<file path="config.mk">
export PLATFORM = sky130hd
export DESIGN_NAME = change_payout
export DESIGN_NICKNAME = d
export VERILOG_FILES = /design/src/rtl/change_payout_pkg.sv /design/src/rtl/payout_timer.sv /design/src/rtl/change_payout.sv
export SDC_FILE = /design/constraint.sdc
export NUM_CORES = 1
export LEC_CHECK = 0
export CORE_ASPECT_RATIO = 1.25
export CORE_MARGIN = 4
export CORE_UTILIZATION = 26
export CTS_BUF_LIST = sky130_fd_sc_hd__clkbuf_4 sky130_fd_sc_hd__clkbuf_8
export CTS_CLUSTER_SIZE = 8
export DETAILED_ROUTE_END_ITERATION = 12
export PLACE_DENSITY = 0.5
export SLEW_MARGIN = 25
export SYNTH_ARGS = -nofsm -noshare
export SYNTH_HDL_FRONTEND = slang
export SYNTH_SLANG_ARGS = --single-unit
</file>
<file path="constraint.sdc">
create_clock -name in_clka -period 3.8 [get_ports in_clka]
set_clock_uncertainty 0.1 [all_clocks]
set_input_delay 1.14 -clock in_clka [delete_from_list [all_inputs] [get_ports in_clka]]
set_output_delay 1.14 -clock in_clka [all_outputs]
set_load 0.01 [all_outputs]
</file>
<file path="src/rtl/change_payout_pkg.sv">
// Shared vending-machine definitions for the coin-payout engine: state and coin-select
// encodings, default timing constants and timer sizing helpers.
package change_payout_pkg;

  typedef enum logic [2:0] {
    StIdle  = 3'd0,
    StEject = 3'd1,
    StWait  = 3'd2,
    StGap   = 3'd3,
    StDone  = 3'd4,
    StFault = 3'd5
  } state_e;

  typedef enum logic [1:0] {
    CoinC1   = 2'd0,
    CoinC05  = 2'd1,
    CoinC025 = 2'd2
  } coin_e;

  localparam int unsigned DefPulseCyc   = 4;
  localparam int unsigned DefTimeoutCyc = 16;
  localparam int unsigned DefGapCyc     = 2;

  function automatic int unsigned max3(int unsigned a, int unsigned b, int unsigned c);
    int unsigned m;
    m = (a > b) ? a : b;
    return (m > c) ? m : c;
  endfunction

  function automatic int unsigned timer_width(int unsigned p, int unsigned t, int unsigned g);
    return $clog2(max3(p, t, g)) + 1;
  endfunction

endpackage

</file>
<file path="src/rtl/payout_timer.sv">
// Loadable down-counter with a zero flag; shared by the eject, wait and gap phases.
module payout_timer #(
  parameter int unsigned W = 5
) (
  input  logic         clk_i,
  input  logic         restart_i,
  input  logic         load_i,
  input  logic [W-1:0] load_val_i,
  output logic         zero_o
);

  logic [W-1:0] cnt_q, cnt_d;

  always_comb begin
    cnt_d = cnt_q;
    if (load_i) begin
      cnt_d = load_val_i;
    end else if (cnt_q != '0) begin
      cnt_d = cnt_q - W'(1);
    end
  end

  always_ff @(negedge clk_i) begin
    if (restart_i) begin
      cnt_q <= '0;
    end else begin
      cnt_q <= cnt_d;
    end
  end

  assign zero_o = (cnt_q == '0);

endmodule

</file>
<file path="src/rtl/change_payout.sv">
// Coin-payout engine: pays 1, 0.5 and 0.25 dollar coins one at a time, confirming each on the
// exit sensor, retrying on timeout and latching a fault when a hopper stays silent.
module change_payout #(
  parameter int unsigned CNT_W       = 8,
  parameter int unsigned PULSE_CYC   = change_payout_pkg::DefPulseCyc,
  parameter int unsigned TIMEOUT_CYC = change_payout_pkg::DefTimeoutCyc,
  parameter int unsigned GAP_CYC     = change_payout_pkg::DefGapCyc,
  parameter int unsigned MAX_RETRY   = 2
) (
  input  logic             in_clka,
  input  logic             in_restart,
  input  logic             in_load,
  input  logic [CNT_W-1:0] in_change_1,
  input  logic             in_change_05,
  input  logic             in_change_025,
  input  logic             in_coin_seen,
  output logic             out_eject_1,
  output logic             out_eject_05,
  output logic             out_eject_025,
  output logic             out_busy,
  output logic             out_done,
  output logic             out_fault,
  output logic [CNT_W-1:0] out_remaining_1
);
  import change_payout_pkg::*;

  localparam int unsigned TW = timer_width(PULSE_CYC, TIMEOUT_CYC, GAP_CYC);
  localparam int unsigned RW = (MAX_RETRY < 1) ? 1 : $clog2(MAX_RETRY + 1);

  state_e           state_q, state_d;
  logic [CNT_W-1:0] rem_1_q, rem_1_d;
  logic             rem_05_q, rem_05_d;
  logic             rem_025_q, rem_025_d;
  logic [RW-1:0]    retry_q, retry_d;
  logic             seen_q, seen_d;
  coin_e            sel;
  logic             owed;
  logic             confirm;
  logic             tmr_load;
  logic [TW-1:0]    tmr_val;
  logic             tmr_zero;

  payout_timer #(
    .W(TW)
  ) u_timer (
    .clk_i      (in_clka),
    .restart_i  (in_restart),
    .load_i     (tmr_load),
    .load_val_i (tmr_val),
    .zero_o     (tmr_zero)
  );

  // Highest denomination still owed is always the one being paid.
  always_comb begin
    if (rem_1_q != '0) begin
      sel = CoinC1;
    end else if (rem_05_q) begin
      sel = CoinC05;
    end else begin
      sel = CoinC025;
    end
  end

  assign owed = (rem_1_q != '0) || rem_05_q || rem_025_q;

  always_comb begin
    state_d   = state_q;
    rem_1_d   = rem_1_q;
    rem_05_d  = rem_05_q;
    rem_025_d = rem_025_q;
    retry_d   = retry_q;
    seen_d    = seen_q;
    confirm   = 1'b0;
    tmr_load  = 1'b0;
    tmr_val   = '0;

    unique case (state_q)
      StIdle: begin
        if (in_load) begin
          rem_1_d   = in_change_1;
          rem_05_d  = in_change_05;
          rem_025_d = in_change_025;
          retry_d   = '0;
          seen_d    = 1'b0;
          if ((in_change_1 == '0) && !in_change_05 && !in_change_025) begin
            state_d = StDone;
          end else begin
            state_d  = StEject;
            tmr_load = 1'b1;
            tmr_val  = TW'(PULSE_CYC - 1);
          end
        end
      end
      StEject: begin
        // A sensor edge on the final pulse cycle still counts for this coin.
        seen_d = seen_q | in_coin_seen;
        if (tmr_zero) begin
          if (seen_d) begin
            confirm = 1'b1;
          end else begin
            state_d  = StWait;
            tmr_load = 1'b1;
            tmr_val  = TW'(TIMEOUT_CYC - 1);
          end
        end
      end
      StWait: begin
        if (in_coin_seen) begin
          confirm = 1'b1;
        end else if (tmr_zero) begin
          if (retry_q < RW'(MAX_RETRY)) begin
            retry_d  = retry_q + RW'(1);
            state_d  = StEject;
            seen_d   = 1'b0;
            tmr_load = 1'b1;
            tmr_val  = TW'(PULSE_CYC - 1);
          end else begin
            state_d = StFault;
          end
        end
      end
      StGap: begin
        if (tmr_zero) begin
          if (owed) begin
            state_d  = StEject;
            seen_d   = 1'b0;
            tmr_load = 1'b1;
            tmr_val  = TW'(PULSE_CYC - 1);
          end else begin
            state_d = StDone;
          end
        end
      end
      StDone:  state_d = StIdle;
      StFault: state_d = StFault;
      default: state_d = StIdle;
    endcase

    if (confirm) begin
      state_d  = StGap;
      retry_d  = '0;
      tmr_load = 1'b1;
      tmr_val  = TW'(GAP_CYC - 1);
      case (sel)
        CoinC1: begin
          if (rem_1_q != '0) begin
            rem_1_d = rem_1_q - CNT_W'(1);
          end
        end
        CoinC05: rem_05_d  = 1'b0;
        default: rem_025_d = 1'b0;
      endcase
    end
  end

  always_ff @(negedge in_clka) begin
    if (in_restart) begin
      state_q   <= StIdle;
      rem_1_q   <= '0;
      rem_05_q  <= 1'b0;
      rem_025_q <= 1'b0;
      retry_q   <= '0;
      seen_q    <= 1'b0;
    end else begin
      state_q   <= state_d;
      rem_1_q   <= rem_1_d;
      rem_05_q  <= rem_05_d;
      rem_025_q <= rem_025_d;
      retry_q   <= retry_d;
      seen_q    <= seen_d;
    end
  end

  assign out_eject_1     = (state_q == StEject) && (sel == CoinC1);
  assign out_eject_05    = (state_q == StEject) && (sel == CoinC05);
  assign out_eject_025   = (state_q == StEject) && (sel == CoinC025);
  assign out_busy        = (state_q != StIdle) && (state_q != StFault);
  assign out_done        = (state_q == StDone);
  assign out_fault       = (state_q == StFault);
  assign out_remaining_1 = rem_1_q;

endmodule

</file>
==> summary.txt, run 1 <==
Hold Path Origin: rem_025_q
Via count: 1758
CTS clk-pin slew, worst paths: 0.03 ns
# diodes: 0
Initial antenna violation count: 0
CP endpoint kind: output port
Syn_nets: 191
Setup CP Type: reg -> out
RR Endpoint: seen_q
Detailed-route DRC error count: 0
Mapped cell area: 0.001428 mm²
Number of max-cap violations: 0
Failing checks: negative setup slack
Routed WL: 5036 µm
Die height: 90.85 µm
Remaining antenna violation count: 0
Worst Setup Slack, final: -1.348 ns
Cell Area, Placed: 0.002310 mm²
Cell taking the most area after synthesis: dfxtp_1
Total power: 1977 µW
Seq/Total Area, Yosys: 29.45%
Hold depth: 2
Slowest CP cell: or4_4
Final #Nets: 299
Dpl hpwl: 3636 µm
# port buffers: 27
Area contributors post-synth: dfxtp_1 (29%), nand2_1 (3.9%), nor2_1 (3.9%)
Die area: 0.006748 mm²
Starting Density: 27.51%
Static leakage: 0.001193 µW
Main synth FF type: dfxtp_1
CP Launch Type: register
EDFF count, synth: 0
Post-synthesis cell type count: 54
CP required: 2.56 ns
Max clock buf depth: 2
Final instance area: 0.002754 mm²
Power density cells: 717.8 mW/mm²
Syn-to-layout area delta: 92.90%
Via density: 5.140
First drt pass iteration count: 4
Critical path arrival: 3.91 ns
Register bit total from synthesis: 21
# clock sinks: 21
Fraction of layout cells with a size suffix above 1: 56.79%
Max FO, Critical Path: 2
Async S/R FF share, synth: 0%
# rows: 29
Global-route wire length before repair: 8583 µm
DP Worst Slack: -1.453 ns
Critical Path, Cell by Cell: or4_4, or4b_4, nor4_4, buf_2
Reg2Reg Depth: 9
Clock Latency Late Sink: 0.33 ns
Syn_area_per_cell: 8.252 µm²
Routability cong.: 0.8103
Number of max-slew violations in the final report: 0
Endpoints failing hold: 0
Die Width: 74.28 µm
I/O Pins: 28
Final setup fails: 34
H-tree Lvls: 1
Status: complete, but fails checks
Relative slew slack: 53.90%
Worst reg2reg startpoint: out_remaining_1[3]
Slew @ Worst Pin: 0.6885 ns
Drt wl/cell: 14.73 µm
Commonest non-fill, non-tap cell in the layout: buf_4
RSZ-0062 raised after global routing: yes
Cells after synthesis: 173
Hold Path Class: reg -> reg
Maximum vdd drop: 0.0003077 V
Commonest cells after routing, fill and taps aside: buf_4 (42), buf_6 (35), inv_1 (27)
Core area: 0.005189 mm²
Largest net degree at the start of global routing: 18
Initial DRC count: 88
CTS tree: built
Synth Warn #: 0
Vias in the first global route: 1917
Flop2flop setup slack: 1.26 ns
GRT Total Usage: 15.74%
GRT overflow: 0
CTS buffer count: 3
Clk root buf: clkbuf_8
Yosys top cell area share: 29.45%
Peak per-stage delay on the critical path: 0.55 ns
Hold EP: rem_025_q
Final Core Density: 53.07%
[cell usage after synthesis (5+ instances only)]
| library cell | count |
|---|---|
| nor3_1 | 8 |
| inv_1 | 6 |
| nor2_1 | 15 |
| nand2_1 | 15 |
| clkbuf_1 | 5 |
| a21oi_1 | 10 |
| dfxtp_1 | 21 |
| a31oi_1 | 6 |
| a211oi_1 | 5 |
| o21ai_0 | 7 |
[final cells by class]
class	count	area, µm²
fillers	504	2435
multi-input cells	136	1251
repair buffers	93	849.6
flip-flops and latches	21	432.9
clock inverters	22	82.58
well taps	62	77.57
clock buffers	3	41.29
inverters	5	18.77
[worst max path at each step]
stage,startpoint,endpoint,slack (ns),cells past startpoint
2_1_floorplan,out_remaining_1[2],out_eject_025,-1.02,3
3_3_place_gp,out_remaining_1[2],out_eject_025,-1.44,4
3_5_place_dp,out_remaining_1[2],out_eject_025,-1.45,4
4_1_cts,out_remaining_1[3],out_eject_025,-1.37,4
5_1_grt,out_remaining_1[3],out_eject_025,-1.41,4
6_report,out_remaining_1[3],out_eject_025,-1.35,4
[metrics by stage]
stage               cells  hold WS [ns]  TNS [ns]
global placement      304        0.4118    -29.78
floorplan             173        0.3981    -10.17
finish                342        0.4259    -12.45
global route          342        0.4707    -14.08
detailed placement    304        0.4228    -30.02
CTS                   340        0.4349    -12.90
[worst max-delay path: cells and delay by family (launching register included)]
family | cells | cell delay, ns
buf+inv | 1 | 0.16
flops | 1 | 0.31
simple gates | 3 | 1.22
[logic make-up (layout without fill, tap and decap cells)]
logic type / after synthesis / count (layout) / share of synthesized area (%)
AOI/OAI and AO/OA: 50 / 50 / 23.93
buffers and inverters: 16 / 123 / 6.047
DFF: 21 / 21 / 29.45
and+or+nand+nor: 75 / 75 / 32.60
muxes: 2 / 2 / 1.402
xor gates and xnor gates: 5 / 5 / 3.068
adders and majority gates: 4 / 4 / 3.506
[what timing repair did]
| item | in CTS | in global routing |
|---|---|---|
| hold buffers | 0 | 0 |
| buffers inserted | 12 | 5 |
| gates resized for setup | 145 | 21 |
| setup endpoints to repair | 35 | 35 |
| pin swaps | 31 | 17 |
[where the power goes]
part           leakage [µW]  switching, µW  internal [µW]  total (µW)
logic              0.000878            675            724        1400
clock network      0.000139            128            101         229
registers          0.000176           55.9            294         350
[per-layer routing]
metal / routed length (µm) / global-route usage (%) / share of wire [%] / up-vias
li1: - / - / - / 879
met1: 2100 / 17.14 / 42 / 833
met2: 2664 / 27.66 / 53 / 40
met3: 171 / 3.786 / 3.4 / 6
met4: 99 / 7.418 / 2.0 / 0
met5: 0 / 0 / 0 / -
[sequential cells by signal, summed over array words and instances (netlist names)]
register,count
rem_025_q,1
rem_05_q,1
out_remaining_1,8
state_q,3
seen_q,1
u_timer.cnt_q,5
retry_q,2
Power figures use the tool's default switching activity.
==> run 2, diff against run 1 <==
CORE_UTILIZATION = 45   (was 26)
DONT_BUFFER_PORTS = 1   (was not set)
PLACE_DENSITY = 0.64   (was 0.5)
==> run 2 against run 1 <==
  * Final cell count is 20% lower
  * Largest cell class unchanged
  * Register-to-register slack better by 0.14 ns
  * Sequential power hardly changed
  * Core utilization is 22 points higher
  * Sequential share of layout area is 3.4 points higher
  * Via count is 5.0% lower
  * Routed wire length is 6.1% lower
  * The run still ends with negative setup slack left
==> summary.txt, run 2 (same netlist as run 1, synthesis figures left out) <==
Status: complete, but fails checks
Failing checks: negative setup slack
CTS tree: built
# port buffers: 0 (-100%)
DR top layer: met4
Global-route wire length before repair: 7652 µm (-11%)
Final #Nets: 255 (-15%)
Initial DRC count: 101 (+15%)
Routability cong.: 0.8857 (+9.3%)
CP endpoint kind: output port
Static leakage: 0.0009483 µW (-21%)
Fraction of layout cells with a size suffix above 1: 46.61% (-10 points)
Critical path arrival: 3.89 ns (-0.02 ns)
Number of max-slew violations in the final report: 0 (unchanged)
Final setup fails: 29 (-15%)
Via count: 1670 (-5.0%)
Crit path max-delay family: simple AND/OR/NAND/NOR gates
Initial antenna violation count: 0 (unchanged)
Total power: 1865 µW (-5.6%)
Hold depth: 2 (unchanged)
Routed WL: 4730 µm (-6.1%)
Maximum vdd drop: 0.0005341 V (+74%)
Relative slew slack: 54.78% (+0.87 points)
Fillers: 218 (-57%)
Clock Latency Late Sink: 0.40 ns (+0.07 ns)
Slew @ Worst Pin: 0.6755 ns (-0.01306 ns)
Worst reg2reg startpoint: out_remaining_1[3]
CP bufs+invs: 0 (-1)
Max clock buf depth: 2 (unchanged)
Critical Path, Cell by Cell: or4_4, or4b_4, nor4_4
RSZ-0062 raised after global routing: yes
Max FO, Critical Path: 2 (unchanged)
# rows: 22 (-24%)
Via density: 6.140 (+19%)
Number of max-cap violations: 0 (unchanged)
Core area: 0.003000 mm² (-42%)
RR Endpoint: u_timer.cnt_q[0]
First drt pass iteration count: 4 (unchanged)
Endpoints failing hold: 0 (unchanged)
# clock sinks: 21 (unchanged)
Commonest cells after routing, fill and taps aside: buf_4 (30), inv_1 (26), buf_6 (19)
Reg2Reg Depth: 8 (-1)
Remaining antenna violation count: 0 (unchanged)
Critical Path End: out_eject_025
Die Width: 58.38 µm (-21%)
CP Depth: 3 (-1)
Crit. Startpoint: out_remaining_1[3]
Hold Path Class: reg -> reg
Detailed-route DRC error count: 0 (unchanged)
CP Launch Type: register
Dpl hpwl: 3429 µm (-5.7%)
Clk root buf: clkbuf_4
Register area: 431.7 µm² (-0.29%)
Syn-to-layout area delta: 58.28%
Drt wl/cell: 17.39 µm (+18%)
Vias in the first global route: 1739 (-9.3%)
Peak per-stage delay on the critical path: 0.55 ns (about the same)
# diodes: 0 (unchanged)
CTS clk-pin slew, worst paths: 0.05 ns (+0.02 ns)
Setup TNS: -9.268 ns (+3.179 ns)
Met2 WL: 2546 µm (-4.4%)
CP required: 2.56 ns (about the same)
Largest register FFs: 8 (unchanged)
Die area: 0.004144 mm² (-39%)
GRT Total Usage: 23.35% (+7.6 points)
Starting Density: 47.58% (+20 points)
Commonest non-fill, non-tap cell in the layout: buf_4
Slowest CP cell: or4b_4
I/O Pins: 28 (unchanged)
H-tree Lvls: 1 (unchanged)
GRT overflow: 0 (unchanged)
Largest net degree at the start of global routing: 18 (unchanged)
DR WL met3: 315 µm (+84%)
CTS hold repair buffers: 0 (unchanged)
Footprint of the multi-input gates: 0.001194 mm² (-4.6%)
Worst Setup Slack, final: -1.333 ns (+0.01458 ns)
Wl on met1: 1751 µm (-17%)
Power density cells: 825.5 mW/mm² (+15%)
Setup CP Type: reg -> out
CTS buffer count: 3 (unchanged)
Flop2flop setup slack: 1.40 ns (+0.14 ns)
Die height: 70.98 µm (-22%)
## run 2: changes by cell type in the layout (fill, tap and decap cells not counted), sizes merged
cell,delta
clkdlybuf4s15,-1
buf,-38
clkbuf,-2
clkdlybuf4s50,-3
bufinv,+1
inv,-1
## run 2: power by group
group	internal [µW]	switching, µW
registers	292	57.7
logic	613	628
clock network	135	139
total	1040	825
## run 2: per-layer routing
layer | track usage (%) | vias to the layer above
met5 | 0 | -
met4 | 12.89 | 0
met3 | 5.474 | 11
met2 | 42.98 | 71
met1 | 23.17 | 805
li1 | - | 783
## run 2: worst min path at each step
stage | from | endpoint
after floorplan | rem_025_q | rem_025_q
after global placement | rem_025_q | rem_025_q
after detailed placement | rem_025_q | rem_025_q
after CTS | rem_025_q | rem_025_q
after global routing | out_remaining_1[0] | out_remaining_1[0]
final | out_remaining_1[0] | out_remaining_1[0]
## run 2: what timing repair did
item,CTS,global route
gates cloned,0,0
setup buffers,3,4
setup endpoints to repair,30,30
hold endpoints to repair,0,0
pin swaps,12,5
gates resized for setup,32,9
## run 2: worst reg2reg max path, stage by stage (launching register included)
cell     delay (ns)
dfxtp_2        0.32
or4_4          0.52
buf_4          0.17
nor4b_4        0.27
buf_4          0.17
buf_4          0.14
a41oi_1        0.23
a21oi_2        0.25
a31oi_1        0.11
## run 2: area by class of cell
class / count / share of cell area, %
multi-input combinational: 136 / 52.82
timing repair buffer: 49 / 19.44
sequential: 21 / 19.10
clock inverter: 22 / 4.817
tap: 36 / 1.993
clock buffer: 3 / 0.9967
inverter: 5 / 0.8306
## run 2: through the flow
step | util, % | worst slack, ns | cells | hold WS, ns | cell area, µm²
finish | 75.31 | -1.333 | 272 | 0.4306 | 2260
floorplan | - | -1.024 | 173 | 0.3981 | 1683
detailed placement | 63.97 | -0.9382 | 241 | 0.4256 | 1919
CTS | 72.85 | -1.355 | 268 | 0.4373 | 2186
global route | 75.31 | -1.421 | 272 | 0.4572 | 2260
global placement | 63.97 | -0.9237 | 241 | 0.4261 | 1919
==> run 3, diff against run 2 <==
GPL_TIMING_DRIVEN = 0   (was not set)
clock period = 5.07 ns   (was 3.8 ns; I/O delays follow)
==> run 3 against run 2 <==
  * The flow still finishes with violations (negative setup slack)
  * Clock power is 45% lower
  * Final cell count is 9.6% lower
  * Core utilization fell by 12 points
  * First-iteration DRC count fell by 12%
  * Routed wire length is 5.2% lower
  * Via count fell by 7.9%
  * Register-to-register slack gained 1.2 ns
  * Critical endpoint unchanged
==> summary.txt, run 3 (same netlist as run 1, synthesis figures left out) <==
# port buffers: 0 (unchanged)
Crit. Startpoint: out_remaining_1[2]
Initial antenna violation count: 0 (unchanged)
Starting Density: 47.58% (unchanged)
Flop2flop setup slack: 2.57 ns (+1.17 ns)
Slew @ Worst Pin: 0.8299 ns (+0.1544 ns)
GRT Total Usage: 23.07% (-0.28 points)
DP Worst Slack: -0.8828 ns (+0.05543 ns)
Dpl hpwl: 3059 µm (-11%)
Failing checks: negative setup slack
Max clock buf depth: 2 (unchanged)
CP required: 3.45 ns (+0.89 ns)
RR Endpoint: seen_q
H-tree Lvls: 1 (unchanged)
Clock Latency Late Sink: 0.39 ns (about the same)
CTS clk-pin slew, worst paths: 0.04 ns (about the same)
Hold Path Class: reg -> reg
Via density: 6.252 (+1.8%)
RSZ-0062 raised after global routing: yes
Number of max-cap violations: 0 (unchanged)
Number of max-slew violations in the final report: 0 (unchanged)
Worst Setup Slack, final: -1.177 ns (+0.1564 ns)
Vias in the first global route: 1661 (-4.5%)
Footprint of the multi-input gates: 0.001069 mm² (-10%)
Routed WL: 4483 µm (-5.2%)
Critical path arrival: 4.63 ns (+0.74 ns)
# diodes: 0 (unchanged)
I/O Pins: 28 (unchanged)
WHS: 0.4510 ns (+0.02043 ns)
Fillers: 270 (+24%)
Remaining antenna violation count: 0 (unchanged)
Syn-to-layout area delta: 32.08%
Commonest cells after routing, fill and taps aside: inv_1 (27), buf_4 (14), nand2_1 (14), dfxtp_1 (14), nor2_1 (13)
Relative slew slack: 44.55% (-10 points)
# clock sinks: 21 (unchanged)
Register area: 434.2 µm² (+0.58%)
Critical Path End: out_eject_025
First drt pass iteration count: 4 (unchanged)
Setup CP Type: reg -> out
Initial DRC count: 89 (-12%)
Worst reg2reg startpoint: out_remaining_1[2]
Drt wl/cell: 18.22 µm (+4.8%)
Fraction of layout cells with a size suffix above 1: 30.95% (-16 points)
Max FO, Critical Path: 6 (+4)
CTS tree: built
Maximum vdd drop: 0.0003747 V (-30%)
CP endpoint kind: output port
Die area: 0.004144 mm² (unchanged)
Die height: 70.98 µm (unchanged)
GRT overflow: 0 (unchanged)
Final #Nets: 229 (-10%)
Die Width: 58.38 µm (unchanged)
Static leakage: 0.0007715 µW (-19%)
Largest net degree at the start of global routing: 12 (-6)
CP Launch Type: register
Reg2Reg Depth: 9 (+1)
Power density cells: 609.2 mW/mm² (-26%)
Clk root buf: clkbuf_4
# rows: 22 (unchanged)
Detailed-route DRC error count: 0 (unchanged)
Via count: 1538 (-7.9%)
Routability cong.: 0.8337 (-5.9%)
Endpoints failing hold: 0 (unchanged)
CTS buffer count: 3 (unchanged)
Status: complete, but fails checks
Global-route wire length before repair: 7590 µm (-0.81%)
Final setup fails: 13 (-55%)
Largest register FFs: 8 (unchanged)
Commonest non-fill, non-tap cell in the layout: inv_1
Core area: 0.003000 mm² (unchanged)
[run 3: cell types whose count changed in the layout (fill, tap and decap cells not counted), sizes merged]
| cell | change |
|---|---|
| clkbuf | +3 |
| dlygate4sd2 | +1 |
| inv | +1 |
| buf | -30 |
| bufinv | -1 |
[run 3: what timing repair did]
item / in CTS / in global routing
resized for setup: 14 / 7
hold buffers: 0 / 0
hold endpoints to repair: 0 / 0
setup buffers: 13 / 1
pin swaps: 5 / 5
setup endpoints to repair: 9 / 16
[run 3: final cells by class]
type / count / share of cell area, %
Clock buffer: 3 / 1.194
Multi-Input combinational cell: 136 / 56.67
Timing Repair Buffer: 14 / 5.375
Buffer: 9 / 5.972
Clock inverter: 22 / 4.380
Inverter: 5 / 0.9954
Sequential cell: 21 / 23.03
Tap cell: 36 / 2.389
[run 3: power by group]
group / switching, µW / internal (µW)
clock network: 101 / 50.2
registers: 76.7 / 219
logic: 369 / 333
total: 547 / 602
[run 3: per-layer routing]
metal  vias to the layer above  track usage [%]  wire length, µm
met4                         0            12.89              144
met5                         -                0                0
met3                        13            6.752              312
met2                        75            38.39             2280
met1                       718            25.63             1745
li1                        732                -                -
[run 3: critical path, stage by stage, from the launching register on]
cell,delay (ns)
dfxtp_4,0.37
or4_4,0.55
or4b_4,0.57
nor4_4,0.21
[run 3: worst min-delay path by stage]
stage	from	to	slack, ns	cells past startpoint
2_1_floorplan	rem_025_q	rem_025_q	0.41	2
3_3_place_gp	rem_025_q	rem_025_q	0.43	2
3_5_place_dp	out_remaining_1[5]	out_remaining_1[5]	0.45	2
4_1_cts	out_remaining_1[5]	out_remaining_1[5]	0.46	2
5_1_grt	out_remaining_1[5]	out_remaining_1[5]	0.47	2
6_report	out_remaining_1[5]	out_remaining_1[5]	0.45	2
[run 3: metrics by stage]
step                cells  power, µW  utilization (%)  cell area [µm²]  TNS [ns]
floorplan             173      779.4                -             1564    -4.340
global placement      209      881.1            53.63             1609    -7.228
detailed placement    209      901.4            53.63             1609    -7.848
CTS                   245       1137            62.09             1863    -4.767
global route          246       1246            62.84             1886    -5.216
finish                246       1149            62.84             1886    -4.541
